===== config.mk =====
export PLATFORM = sky130hd
export DESIGN_NAME = l1d_ewrq_wb_sender
export DESIGN_NICKNAME = d
export VERILOG_FILES = /design/src/rtl/l1d_ewrq_wb_sender_pkg.sv /design/src/rtl/l1d_ewrq_wb_sender.sv
export SDC_FILE = /design/constraint.sdc
export NUM_CORES = 1
export LEC_CHECK = 0
export CAP_MARGIN = 25
export CELL_PAD_IN_SITES_DETAIL_PLACEMENT = 0
export CELL_PAD_IN_SITES_GLOBAL_PLACEMENT = 2
export CORE_MARGIN = 4
export CORE_UTILIZATION = 34
export DETAILED_ROUTE_END_ITERATION = 10
export PLACE_DENSITY_LB_ADDON = 0.12
export SLEW_MARGIN = 0
export SYNTH_ARGS = -nofsm -noshare
export SYNTH_HDL_FRONTEND = slang
export SYNTH_SLANG_ARGS = --single-unit

===== constraint.sdc =====
create_clock -name clk -period 19.06 [get_ports clk]
set_clock_uncertainty 0.15 [all_clocks]
set_input_delay 1.906 -clock clk [delete_from_list [all_inputs] [get_ports clk]]
set_output_delay 1.906 -clock clk [all_outputs]
set_load 0.005 [all_outputs]

===== src/rtl/l1d_ewrq_wb_sender_pkg.sv =====
// Shared definitions for the L1D eviction write-back sender: MESI encodings,
// write-back message types, EWRQ meta layout and NoC header layout.
package l1d_ewrq_wb_sender_pkg;

  localparam int L1D_BANK_LINE_ADDR_SIZE = 14;
  localparam int LINE_W                  = 512;
  localparam int META_W                  = 16;
  localparam int META_ADDR_LSB           = 0;
  localparam int META_MESI_LSB           = L1D_BANK_LINE_ADDR_SIZE;
  localparam int HDR_TYPE_W              = 2;
  localparam int HDR_MESI_W              = 2;
  localparam int HDR_W                   = HDR_TYPE_W + L1D_BANK_LINE_ADDR_SIZE + HDR_MESI_W;

  typedef enum logic [1:0] {
    MESI_I = 2'd0,
    MESI_S = 2'd1,
    MESI_E = 2'd2,
    MESI_M = 2'd3
  } mesi_e;

  typedef enum logic [1:0] {
    WB_DIRTY = 2'b01,
    WB_CLEAN = 2'b10
  } wb_type_e;

  typedef enum logic [2:0] {
    ST_IDLE,
    ST_HDR,
    ST_DATA,
    ST_WAIT_ACK,
    ST_POP
  } wb_state_e;

  // Header bits before MSB alignment into the flit: {type, addr, mesi}.
  function automatic logic [HDR_W-1:0] wb_hdr_bits(input wb_type_e                           t,
                                                   input logic [L1D_BANK_LINE_ADDR_SIZE-1:0] addr,
                                                   input mesi_e                              m);
    return {t, addr, m};
  endfunction

endpackage


===== src/rtl/l1d_ewrq_wb_sender.sv =====
// Serialises the EWRQ head entry into NoC write-back flits toward L2 and pops
// the entry only once L2 has acknowledged the write-back.
module l1d_ewrq_wb_sender
  import l1d_ewrq_wb_sender_pkg::*;
#(
  parameter int FLIT_W    = 128,
  parameter int ACK_TO_EN = 0
) (
  input  logic              clk,
  input  logic              rst,
  input  logic              ewrq_vld_i,
  input  logic [15:0]       ewrq_meta_i,
  input  logic [511:0]      ewrq_line_i,
  output logic              ewrq_deq_o,
  output logic              flit_vld_o,
  output logic [FLIT_W-1:0] flit_o,
  output logic              flit_head_o,
  output logic              flit_tail_o,
  input  logic              flit_rdy_i,
  input  logic              ack_vld_i,
  output logic              busy_o,
  output logic              spur_ack_o,
  output logic [15:0]       wb_dirty_cnt_o
);

  localparam int NBEAT  = LINE_W / FLIT_W;
  localparam int BEAT_W = (NBEAT > 1) ? $clog2(NBEAT) : 1;

  if ((ACK_TO_EN != 0) || ((LINE_W % FLIT_W) != 0) || (FLIT_W < HDR_W)) begin : g_bad_cfg
    $error("l1d_ewrq_wb_sender: unsupported FLIT_W/ACK_TO_EN configuration");
  end

  wb_state_e             r_state;
  wb_state_e             w_next;
  logic [META_W-1:0]     r_meta;
  logic [LINE_W-1:0]     r_line;
  logic [BEAT_W-1:0]     r_beat;
  logic                  r_spur;
  logic [15:0]           r_cnt;

  logic                  w_fire;
  logic                  w_dirty;
  logic                  w_last;
  mesi_e                 w_in_mesi;
  mesi_e                 w_lat_mesi;
  logic [FLIT_W-1:0]     w_hdr;

  assign w_in_mesi  = mesi_e'(ewrq_meta_i[META_MESI_LSB +: 2]);
  assign w_lat_mesi = mesi_e'(r_meta[META_MESI_LSB +: 2]);
  assign w_dirty    = (w_lat_mesi == MESI_M);
  assign w_last     = (r_beat == BEAT_W'(NBEAT - 1));
  assign w_fire     = flit_vld_o & flit_rdy_i;
  assign w_hdr      = FLIT_W'(wb_hdr_bits(w_dirty ? WB_DIRTY : WB_CLEAN,
                                          r_meta[META_ADDR_LSB +: L1D_BANK_LINE_ADDR_SIZE],
                                          w_lat_mesi)) << (FLIT_W - HDR_W);

  always_comb begin
    w_next = r_state;
    case (r_state)
      ST_IDLE:     if (ewrq_vld_i) w_next = (w_in_mesi == MESI_I) ? ST_POP : ST_HDR;
      ST_HDR:      if (w_fire) w_next = w_dirty ? ST_DATA : ST_WAIT_ACK;
      ST_DATA:     if (w_fire && w_last) w_next = ST_WAIT_ACK;
      ST_WAIT_ACK: if (ack_vld_i) w_next = ST_POP;
      ST_POP:      w_next = ST_IDLE;
      default:     w_next = ST_IDLE;
    endcase
  end

  always_ff @(posedge clk or posedge rst) begin
    if (rst) begin
      r_state <= ST_IDLE;
    end else begin
      r_state <= w_next;
    end
  end

  // The entry is captured once so later MESI updates at the EWRQ head cannot alter an in-flight packet.
  always_ff @(posedge clk or posedge rst) begin
    if (rst) begin
      r_meta <= '0;
      r_line <= '0;
    end else if ((r_state == ST_IDLE) && ewrq_vld_i) begin
      r_meta <= ewrq_meta_i;
      r_line <= ewrq_line_i;
    end
  end

  always_ff @(posedge clk or posedge rst) begin
    if (rst) begin
      r_beat <= '0;
    end else if (r_state != ST_DATA) begin
      r_beat <= '0;
    end else if (w_fire) begin
      r_beat <= r_beat + BEAT_W'(1);
    end
  end

  always_ff @(posedge clk or posedge rst) begin
    if (rst) begin
      r_spur <= 1'b0;
      r_cnt  <= '0;
    end else begin
      if (ack_vld_i && (r_state != ST_WAIT_ACK)) r_spur <= 1'b1;
      if (ack_vld_i && (r_state == ST_WAIT_ACK) && w_dirty && (r_cnt != 16'hFFFF)) begin
        r_cnt <= r_cnt + 16'd1;
      end
    end
  end

  // Flit outputs decode only from registered state, so they stay put while the NoC stalls.
  always_comb begin
    flit_vld_o  = 1'b0;
    flit_head_o = 1'b0;
    flit_tail_o = 1'b0;
    flit_o      = '0;
    case (r_state)
      ST_HDR: begin
        flit_vld_o  = 1'b1;
        flit_head_o = 1'b1;
        flit_tail_o = ~w_dirty;
        flit_o      = w_hdr;
      end
      ST_DATA: begin
        flit_vld_o  = 1'b1;
        flit_tail_o = w_last;
        flit_o      = r_line[32'(r_beat) * FLIT_W +: FLIT_W];
      end
      default: ;
    endcase
  end

  assign ewrq_deq_o     = (r_state == ST_POP);
  assign busy_o         = (r_state != ST_IDLE);
  assign spur_ack_o     = r_spur;
  assign wb_dirty_cnt_o = r_cnt;

endmodule

==> results of run 1 <==
==> final timing paths <==
check,endpoint,startpoint,slack [ns],depth (start not counted)
worst max-delay path,flit_o[97],r_beat[1],13.09,5
worst min-delay path,spur_ack_o,spur_ack_o,0.30,1
worst max register to register,r_line[212],r_state[1],14.17,7
worst min register to register,spur_ack_o,spur_ack_o,0.30,1
max in group asynchronous,r_line[206],rst,14.95,5
min in group asynchronous,r_line[289],rst,1.76,2
==> cells by family after synthesis <==
family | after synthesis | synth area share, %
simple gates | 168 | 4.22
compound gates | 32 | 0.973
buf+inv | 122 | 3.64
mux | 659 | 35.5
flops | 550 | 55.1
xor+xnor | 12 | 0.421
fa+ha+maj | 2 | 0.100
==> report_power, final <==
part	internal, uW	switching [uW]	leakage [uW]
registers	1760	349	0.00652
logic	1180	649	0.00637
clock network	740	496	0.00104
==> area by class of cell <==
cell class,count,share of cell area (%)
Sequential cell,550,39.8
Tap cell,959,3.47
Inverter,4,0.0651
Timing Repair Buffer,707,20.5
Clock buffer,103,5.85
Multi-Input combinational cell,873,29.8
Clock inverter,9,0.224
Antenna cell,35,0.253
==> placed cells by master, fill, tap and decap left out, drive strengths merged, types with 6 or more instances in the layout <==
cell type      count
nand3              9
clkdlybuf4s50    682
xor2              11
mux4             128
mux2             530
inv                6
clkinv             6
and3             110
nor2              12
buf               25
nor4               7
nand2             11
a22o              18
diode             35
clkbuf           103
dfrtp            550
==> per-layer routing <==
metal  up-vias  routed length, um  global-route usage [%]  share of wire [%]
met2       470              43000                    35.9                 52
li1       7138                  -                       -                  -
met1      8443              30800                    23.5                 37
met4        26               2380                    8.20                2.9
met5         -                179                       0               0.22
met3       137               6170                    7.19                7.5
==> worst register-to-register path, cell delays in order (launching register included) <==
cell	delay (ns)
dfrtp_4	0.75
or3_1	0.58
nor2_4	0.29
buf_12	0.24
buf_4	0.54
buf_4	0.82
buf_4	0.91
mux2_2	0.50
==> sequential cells by signal, summed over array words and instances, names as in the netlist <==
| register | cells |
|---|---|
| r_beat | 2 |
| r_meta | 16 |
| spur_ack_o | 1 |
| wb_dirty_cnt_o | 16 |
| r_line | 512 |
| r_state | 3 |
==> per-stage QoR <==
stage | setup slack [ns] | total power [uW] | util (%)
final | 13.09 | 5170 | 47.5
after global routing | 12.86 | 5470 | 47.4
after CTS | 12.21 | 5240 | 47.2
after global placement | 12.63 | 3920 | 44.3
after floorplan | 1.63 | 3330 | -
after detailed placement | 12.60 | 3970 | 44.3
==> reports/qor_table.md, run 1 <==
| Result | Reported |
|:---|:---|
| Gpl congestion | 0.810 |
| Worst stage delay on the critical path | 0.92 ns |
| Overall via count from detail_route | 16214 |
| Area used by multi-input combinational logic | 10300 um^2 |
| Most frequent cell after synthesis | dfrtp_1 |
| Cell Area, Placed | 32300 um^2 |
| Number of maximum-capacitance violations | 0 |
| FP Rows | 99 |
| TritonCTS clock tree | done |
| Master cell of the clock root buffer | clkbuf_16 |
| Starting density of the core | 34.3% |
| Layout overhead on the synthesized area | 38.6% |
| Data arrival time of the critical path | 3.91 ns |
| Post-CTS Repair Setup Buffers | 0 |
| Synth unique cells | 42 |
| Cell with the biggest individual delay on the critical path | dfrtp_4 |
| Fraction of final layout cells with drive strength greater than 1 | 35.2% |
| Top flip-flop cell by instance count after synthesis | dfrtp_1 |
| Number of H-tree branching levels | 3 |
| Final worst hold slack | 0.303 ns |
| Sum of negative setup slack | 0 ns |
| Largest cells by area after synthesis | dfrtp_1, mux2_2, mux4_2 |
| RSZ-0062 raised after global routing | no |
| IO Pins | 683 |
| Final number of max-transition violations | 0 |
| Nets | 2738 |
| Total detailed-routing wirelength | 82500 um |
| Number of fill cells | 6408 |
| Actual slew at the worst max-slew pin | 1.19 ns |
| Post-Synthesis Net Count | 2080 |
| Global-route wire length before repair | 121000 um |
| Max clock buf depth | 3 |
| Cell count after placement | 3089 |
| Static leakage | 0.0139 uW |
| Max frequency | 0.168 GHz |
| Number of flops mapped to enable cells by yosys | 0 |
| Status | finished, final reports clean |
| Ranking of synthesized cells by instance count | dfrtp_1, mux2_2, mux4_2 |
| DRC violation total after the first TritonRoute iteration | 655 |
| Kind of capture point of the worst setup path | output port |
| Cell Chain, Critical Path | buf_4, buf_4, mux4_2, and3_1, clkdlybuf4s50_1 |
| Overall Global Routing Usage | 20.7% |
| Die outline area | 77800 um^2 |
| Type of the setup path with the least slack | reg2out |
| Finished Cell Area | 34600 um^2 |
| Final setup violation count | 0 |
| Part of the Yosys area used for sequential elements | 55.1% |
| First-pass iteration count of the detailed router | 4 |
| Final-report hold violation count | 0 |
| Routed wire length per instance | 25.5 um |
| Headroom to the max-slew limit | 21.0% |
| Post-synthesis cell count | 1545 |
| Final worst path period need | 5.97 ns |
| Worst Hold Class | reg2reg |
| Number of synthesis warnings | 0 |
| Syn Std Cell Area | 25000 um^2 |
| Insertion delay of the later-clocked pin in the worst-skew pair | 0.58 ns |
| Hold_buf cts | 0 |
| Yosys reg bits | 550 |
| Data required time at the worst endpoint | 17.00 ns |
| Mean number of vias per cell | 5.00 |
| Sequential cell area | 13800 um^2 |
| DRC violations left | 0 |
| Maximum number of pins on one net before global-route repair | 176 |
| Final cell count without fillers | 3240 |
| Syn_area_per_cell | 16.2 um^2 |
| Most common cell on crit path | buf_4 |
| Count of clock tree sinks | 550 |
| Maximum fanout encountered on the critical timing path | 44 |
| IR drop worst, VDD | 0.0000919 V |
| Fraction of synthesized cell area taken by the top area cell type | 55.1% |
| Share of flip-flops with an asynchronous set or reset after synthesis | 100% |
| Vias in the first global route | 18203 |
| Leading area contributor after synthesis | dfrtp_1 |
| Height of the die | 279 um |
| Power density of the placed cells | 150 nW/um^2 |
| Number of gates resized after cts | 0 |
| Crit share post-route | 31.3% |
| Total congestion overflow | 0 |
| Die width | 279 um |
| Cell family with most CP delay | buffers and inverters |
| Register clock-pin slew on the reported worst setup and hold paths | 0.06 ns |
| Total clock buffers created by CTS | 67 |
| Crit path buffers/inverters | 3 |
| Number of input and output port buffers inserted | 682 |
| Sum of net half-perimeters after detailed placement | 58600 um |
| Type of origin of the critical path | register |
| Number of antenna-violating nets in the routed design | 0 |
| Placeable core region | 72800 um^2 |
| Number of antenna violations at the first check in global routing | 48 |
(Power assumes the default switching activity.)
==> run 2, diff against run 1 <==
--- a/config.mk
+++ b/config.mk
@@ -9,7 +9,7 @@
 export CELL_PAD_IN_SITES_DETAIL_PLACEMENT = 0
 export CELL_PAD_IN_SITES_GLOBAL_PLACEMENT = 2
 export CORE_MARGIN = 4
-export CORE_UTILIZATION = 34
+export CORE_UTILIZATION = 30
 export DETAILED_ROUTE_END_ITERATION = 10
 export PLACE_DENSITY_LB_ADDON = 0.12
 export SLEW_MARGIN = 0
==> constraint.sdc (replaced) <==
create_clock -name clk -period 4.9 [get_ports clk]
set_clock_uncertainty 0.15 [all_clocks]
set_input_delay 0.49 -clock clk [delete_from_list [all_inputs] [get_ports clk]]
set_output_delay 0.49 -clock clk [all_outputs]
set_load 0.005 [all_outputs]
==> run 2 against run 1 <==
Effect of this change: routed wire length up 1.5%; register-to-register slack worse by 13 ns; clock power rose to 3.9 times the previous value; combinational power rose to 4.0 times the previous value; setup slack worse by 12 ns; critical path type unchanged; total power rose to 3.9 times the previous value; critical endpoint is now flit_vld_o; global-route usage down 2.0 points.
==> reports/qor_table.md, run 2 (same netlist as run 1, synthesis figures left out) <==
| Result | Reported | vs previous |
|:---|:---|:---|
| Status | finished, final reports clean |  |
| Vias in the first global route | 18001 | -1.1% |
| Register clock-pin slew on the reported worst setup and hold paths | 0.06 ns | about the same |
| DRC violations left | 0 | unchanged |
| Total clock buffers created by CTS | 68 | +1.5% |
| Insertion delay of the later-clocked pin in the worst-skew pair | 0.60 ns | +0.02 ns |
| Number of gates resized after cts | 0 | unchanged |
| Type of origin of the critical path | register |  |
| Mean number of vias per cell | 4.84 | -3.4% |
| Master cell of the clock root buffer | clkbuf_16 |  |
| Gpl congestion | 0.794 | -1.9% |
| Top register by number of flip-flops | r_line |  |
| First-pass iteration count of the detailed router | 4 | unchanged |
| Die outline area | 87900 um^2 | +13% |
| Overall via count from detail_route | 16213 | -0.0062% |
| Worst path setup slack after routing | 0.972 ns | -12.12 ns |
| Layout overhead on the synthesized area | 39.8% |  |
| Hold_buf cts | 0 | unchanged |
| Data required time at the worst endpoint | 4.26 ns | -12.74 ns |
| Number of H-tree branching levels | 3 | unchanged |
| Number of antenna-violating nets in the routed design | 0 | unchanged |
| Power density of the placed cells | 579 nW/um^2 | +290% |
| Final worst path period need | 3.93 ns |  |
| RSZ-0062 raised after global routing | no |  |
| Leading cell types in the layout, fill and taps excluded | clkdlybuf4s50_1, dfrtp_1, mux2_2, mux4_2, and3_1 |  |
| Max frequency | 0.255 GHz |  |
| IO Pins | 683 | unchanged |
| Final worst hold slack | 0.243 ns | -0.0598 ns |
| FP Rows | 105 | +6.1% |
| Headroom to the max-slew limit | 39.3% | +18 points |
| Final number of max-transition violations | 0 | unchanged |
| Total detailed-routing wirelength | 83700 um | +1.5% |
| Height of the die | 296 um | +6.3% |
| Type of the setup path with the least slack | reg2out |  |
| Global-route wire length before repair | 121000 um | +0.39% |
| Final cell count without fillers | 3353 | +3.5% |
| Number of antenna violations at the first check in global routing | 55 | +15% |
| Nets | 2748 | +0.37% |
| Post-CTS Repair Setup Buffers | 0 | unchanged |
| Worst setup timing slack at the placement stage | 1.51 ns | -11.09 ns |
| Data arrival time of the critical path | 3.29 ns | -0.62 ns |
| Worst Hold Class | in2async |  |
| Maximum fanout encountered on the critical timing path | 67 | +52% |
| Overall Global Routing Usage | 18.7% | -2.0 points |
| Final setup violation count | 0 | unchanged |
| Number of maximum-capacitance violations | 0 | unchanged |
| Flip-flop count of the largest register after layout | 512 | unchanged |
| Placeable core region | 82200 um^2 | +13% |
| DRC violation total after the first TritonRoute iteration | 551 | -16% |
| Kind of capture point of the worst setup path | output port |  |
| Actual slew at the worst max-slew pin | 0.910 ns | -0.275 ns |
| TritonCTS clock tree | done |  |
| Sum of negative setup slack | 0 ns | unchanged |
| Max clock buf depth | 3 | unchanged |
| Most common cell after layout, fill and taps aside | clkdlybuf4s50_1 |  |
| Routed wire length per instance | 25.0 um | -1.9% |
| Count of clock tree sinks | 550 | unchanged |
| Cell count after placement | 3213 | +4.0% |
| Total congestion overflow | 0 | unchanged |
| Static leakage | 0.0140 uW | +0.52% |
| Die width | 296 um | +6.3% |
| Starting density of the core | 30.3% | -3.9 points |
| Number of input and output port buffers inserted | 682 | unchanged |
| Fraction of final layout cells with drive strength greater than 1 | 35.6% | +0.38 points |
| Final-report hold violation count | 0 | unchanged |
| Crit share post-route | 80.2% |  |
| Maximum number of pins on one net before global-route repair | 129 | -27% |
| Sum of net half-perimeters after detailed placement | 60800 um | +3.8% |
| IR drop worst, VDD | 0.000237 V | +160% |
-- run 2: final cells by class --
| cell class | count | area [um^2] |
|---|---|---|
| fill | 7567 | 47400 |
| sequential | 550 | 13800 |
| multi-input combinational | 873 | 10300 |
| timing repair buffer | 716 | 7270 |
| clock buffer | 96 | 1980 |
| tap | 1070 | 1340 |
| clock inverter | 14 | 133 |
| antenna | 30 | 75.1 |
| inverter | 4 | 18.8 |
-- run 2: metal layers --
| layer | track usage, % | vias up | wire length [um] |
|---|---|---|---|
| met3 | 6.51 | 164 | 6370 |
| met4 | 7.61 | 46 | 2740 |
| met1 | 21.3 | 8372 | 31400 |
| met2 | 32.2 | 464 | 42900 |
| met5 | 0 | - | 318 |
| li1 | - | 7167 | - |
-- run 2: path summary, 6_finish.rpt --
path / startpoint / endpoint / slack [ns] / cells past startpoint
max: r_state[1] / flit_vld_o / 0.97 / 4
min: rst / r_line[294] / 0.24 / 2
max reg2reg: r_state[1] / wb_dirty_cnt_o[13] / 1.55 / 5
min reg2reg: spur_ack_o / spur_ack_o / 0.32 / 1
max in group asynchronous: rst / r_state[1] / 2.98 / 3
min in group clk: spur_ack_o / spur_ack_o / 0.32 / 1
-- run 2: stage by stage --
stage / instance area, um^2 / utilization [%] / total power, uW
floorplan: 25000 / - / 12900
global placement: 32700 / 39.8 / 15400
detailed placement: 32700 / 39.8 / 15600
CTS: 34800 / 42.3 / 20600
global route: 34900 / 42.4 / 21400
finish: 34900 / 42.4 / 20200
-- run 2: report_power, final --
group          leakage [uW]  total [uW]  switching [uW]  internal [uW]
Clock               0.00105        4820            1970           2850
Combinational       0.00644        7250            2600           4640
Sequential          0.00652        8140            1310           6830
-- run 2: critical path: stages (launching register included) --
cell and delay, ns:
dfrtp_4 0.90, buf_4 0.75, nand2_1 0.20, nand2b_1 0.13, clkdlybuf4s50_1 0.59
==> run 3, diff against run 2 <==
==> constraint.sdc (replaced) <==
create_clock -name clk -period 3.45 [get_ports clk]
set_clock_uncertainty 0.15 [all_clocks]
set_input_delay 0.345 -clock clk [delete_from_list [all_inputs] [get_ports clk]]
set_output_delay 0.345 -clock clk [all_outputs]
set_load 0.005 [all_outputs]
==> run 3 against run 2 <==
Effect of this change: clock power up 42%; highest routed layer unchanged; setup slack worse by 0.78 ns; largest power group unchanged; die area unchanged; global-route usage down 0.39 points; critical endpoint is now flit_o[50]; critical path type unchanged.
==> reports/qor_table.md, run 3 (same netlist as run 1, synthesis figures left out) <==
| Result | Reported | vs previous |
|:---|:---|:---|
| Status | finished, final reports clean |  |
| Worst Hold Class | in2reg |  |
| Cell Area, Placed | 32900 um^2 | +0.71% |
| Hold_buf cts | 1 | +1 |
| Data required time at the worst endpoint | 2.95 ns | -1.31 ns |
| Power density of the placed cells | 818 nW/um^2 | +41% |
| Worst stage delay on the critical path | 0.51 ns | -0.39 ns |
| Leading cell types in the layout, fill and taps excluded | clkdlybuf4s50_1, dfrtp_1, mux2_2, mux4_2, and3_1 |  |
| DRC violations left | 0 | unchanged |
| Number of input and output port buffers inserted | 682 | unchanged |
| Number of antenna violations at the first check in global routing | 51 | -7.3% |
| Master cell of the clock root buffer | clkbuf_16 |  |
| Worst path setup slack after routing | 0.191 ns | -0.781 ns |
| Cell with the biggest individual delay on the critical path | mux4_2 |  |
| Number of gates resized after cts | 0 | unchanged |
| Met3 Track Usage GR | 6.27% | -0.24 points |
| Flip-flop count of the largest register after layout | 512 | unchanged |
| Final setup violation count | 0 | unchanged |
| IR drop worst, VDD | 0.000492 V | +110% |
| Type of origin of the critical path | register |  |
| Kind of capture point of the worst setup path | output port |  |
| Vias in the first global route | 18136 | +0.75% |
| Post-CTS Repair Setup Buffers | 0 | unchanged |
| Top register by number of flip-flops | r_line |  |
| Register clock-pin slew on the reported worst setup and hold paths | 0.06 ns | about the same |
| Final worst hold slack | 0.206 ns | -0.0369 ns |
| Height of the die | 296 um | unchanged |
| Most common cell after layout, fill and taps aside | clkdlybuf4s50_1 |  |
| Die outline area | 87900 um^2 | unchanged |
| Type of the setup path with the least slack | reg2out |  |
| TritonCTS clock tree | done |  |
| Gpl congestion | 0.799 | +0.62% |
| Final cell count without fillers | 3372 | +0.57% |
| Static leakage | 0.0141 uW | +0.61% |
| Most common cell on crit path | buf_12 |  |
| First-pass iteration count of the detailed router | 4 | unchanged |
| Maximum fanout encountered on the critical timing path | 23 | -66% |
| Routed wire length per instance | 24.4 um | -2.3% |
| Global-route wire length before repair | 119000 um | -1.5% |
| Fraction of final layout cells with drive strength greater than 1 | 35.4% | -0.15 points |
| DRC violation total after the first TritonRoute iteration | 555 | +0.73% |
| Final-report hold violation count | 0 | unchanged |
| Cell Chain, Critical Path | buf_12, buf_12, mux4_2, and3_1, clkdlybuf4s50_1 |  |
| Layout overhead on the synthesized area | 40.8% |  |
| Overall Global Routing Usage | 18.3% | -0.39 points |
| Die width | 296 um | unchanged |
| Final worst path period need | 3.26 ns |  |
| Count of clock tree sinks | 550 | unchanged |
| Fraction of met2 tracks used by global routing | 31.5% | -0.70 points |
| Mean number of vias per cell | 4.79 | -0.99% |
| Number of H-tree branching levels | 3 | unchanged |
| IO Pins | 683 | unchanged |
| Total detailed-routing wirelength | 82200 um | -1.8% |
| Nets | 2755 | +0.25% |
| Finished Cell Area | 35100 um^2 | +0.75% |
| Actual slew at the worst max-slew pin | 0.643 ns | -0.268 ns |
| Final number of max-transition violations | 0 | unchanged |
| Number of antenna-violating nets in the routed design | 0 | unchanged |
| Crit share post-route | 94.5% |  |
| Busiest metal layer after global routing | met2 |  |
| FP Rows | 105 | unchanged |
| Starting density of the core | 30.3% | unchanged |
| Total clock buffers created by CTS | 68 | unchanged |
| Sum of net half-perimeters after detailed placement | 59000 um | -2.9% |
| Overall via count from detail_route | 16144 | -0.43% |
| Worst setup timing slack at the placement stage | 0.733 ns | -0.777 ns |
| Placeable core region | 82200 um^2 | unchanged |
| Maximum number of pins on one net before global-route repair | 97 | -25% |
| Headroom to the max-slew limit | 56.8% | +17 points |
| Total congestion overflow | 0 | unchanged |
| Insertion delay of the later-clocked pin in the worst-skew pair | 0.57 ns | -0.03 ns |
| Data arrival time of the critical path | 2.76 ns | -0.53 ns |
| Cell count after placement | 3219 | +0.19% |
| RSZ-0062 raised after global routing | no |  |
| Met1 Track Usage GR | 20.6% | -0.65 points |
| Max frequency | 0.307 GHz |  |
| Max clock buf depth | 3 | unchanged |
| Number of maximum-capacitance violations | 0 | unchanged |
-- run 3: cell count changes in the layout (fill, tap and decap cells not counted), sizes merged --
cell,delta
dlygate4sd3,+1
buf,+6
clkinv,-2
clkbuf,+10
diode,+4
-- run 3: power breakdown --
part / total [uW] / internal, uW / switching, uW
sequential: 11400 / 9710 / 1700
combinational: 10500 / 6710 / 3800
clock: 6840 / 4050 / 2790
-- run 3: stage by stage --
step                total power, uW  util [%]  TNS [ns]
CTS                           29300      42.6         0
global route                  30500      42.7         0
detailed placement            22200      40.0         0
finish                        28800      42.7         0
global placement              22000      40.0         0
floorplan                     18400         -  -2490.87
-- run 3: path summary, 6_finish.rpt --
check	endpoint	slack (ns)	cells past startpoint	startpoint
min in group asynchronous	r_line[11]	0.62	3	rst
max reg2reg	r_line[455]	0.86	5	r_state[0]
min	r_line[207]	0.21	2	ewrq_line_i[207]
max	flit_o[50]	0.19	5	r_beat[0]
min reg2reg	spur_ack_o	0.31	1	spur_ack_o
max in group asynchronous	r_line[330]	1.63	5	rst
-- run 3: metal layers --
| metal | vias to the layer above | part of all wire [%] |
|---|---|---|
| met5 | - | 0.26 |
| met4 | 34 | 3.2 |
| met3 | 150 | 7.5 |
| met2 | 452 | 52 |
| met1 | 8327 | 38 |
| li1 | 7181 | - |
-- run 3: layout make-up --
class,count,area (um^2)
fillers,7515,47100
well taps,1070,1340
flip-flops and latches,550,13800
clock inverters,12,123
multi-input cells,873,10300
repair buffers,723,7510
inverters,4,18.8
clock buffers,106,2000
diodes,34,85.1
-- run 3: critical path, delay by kind of cell, from the launching register on --
kind                   cells  cell delay, ns
and+or+nand+nor            1            0.19
DFF                        1            0.47
muxes                      1            0.51
buffers and inverters      3            1.01
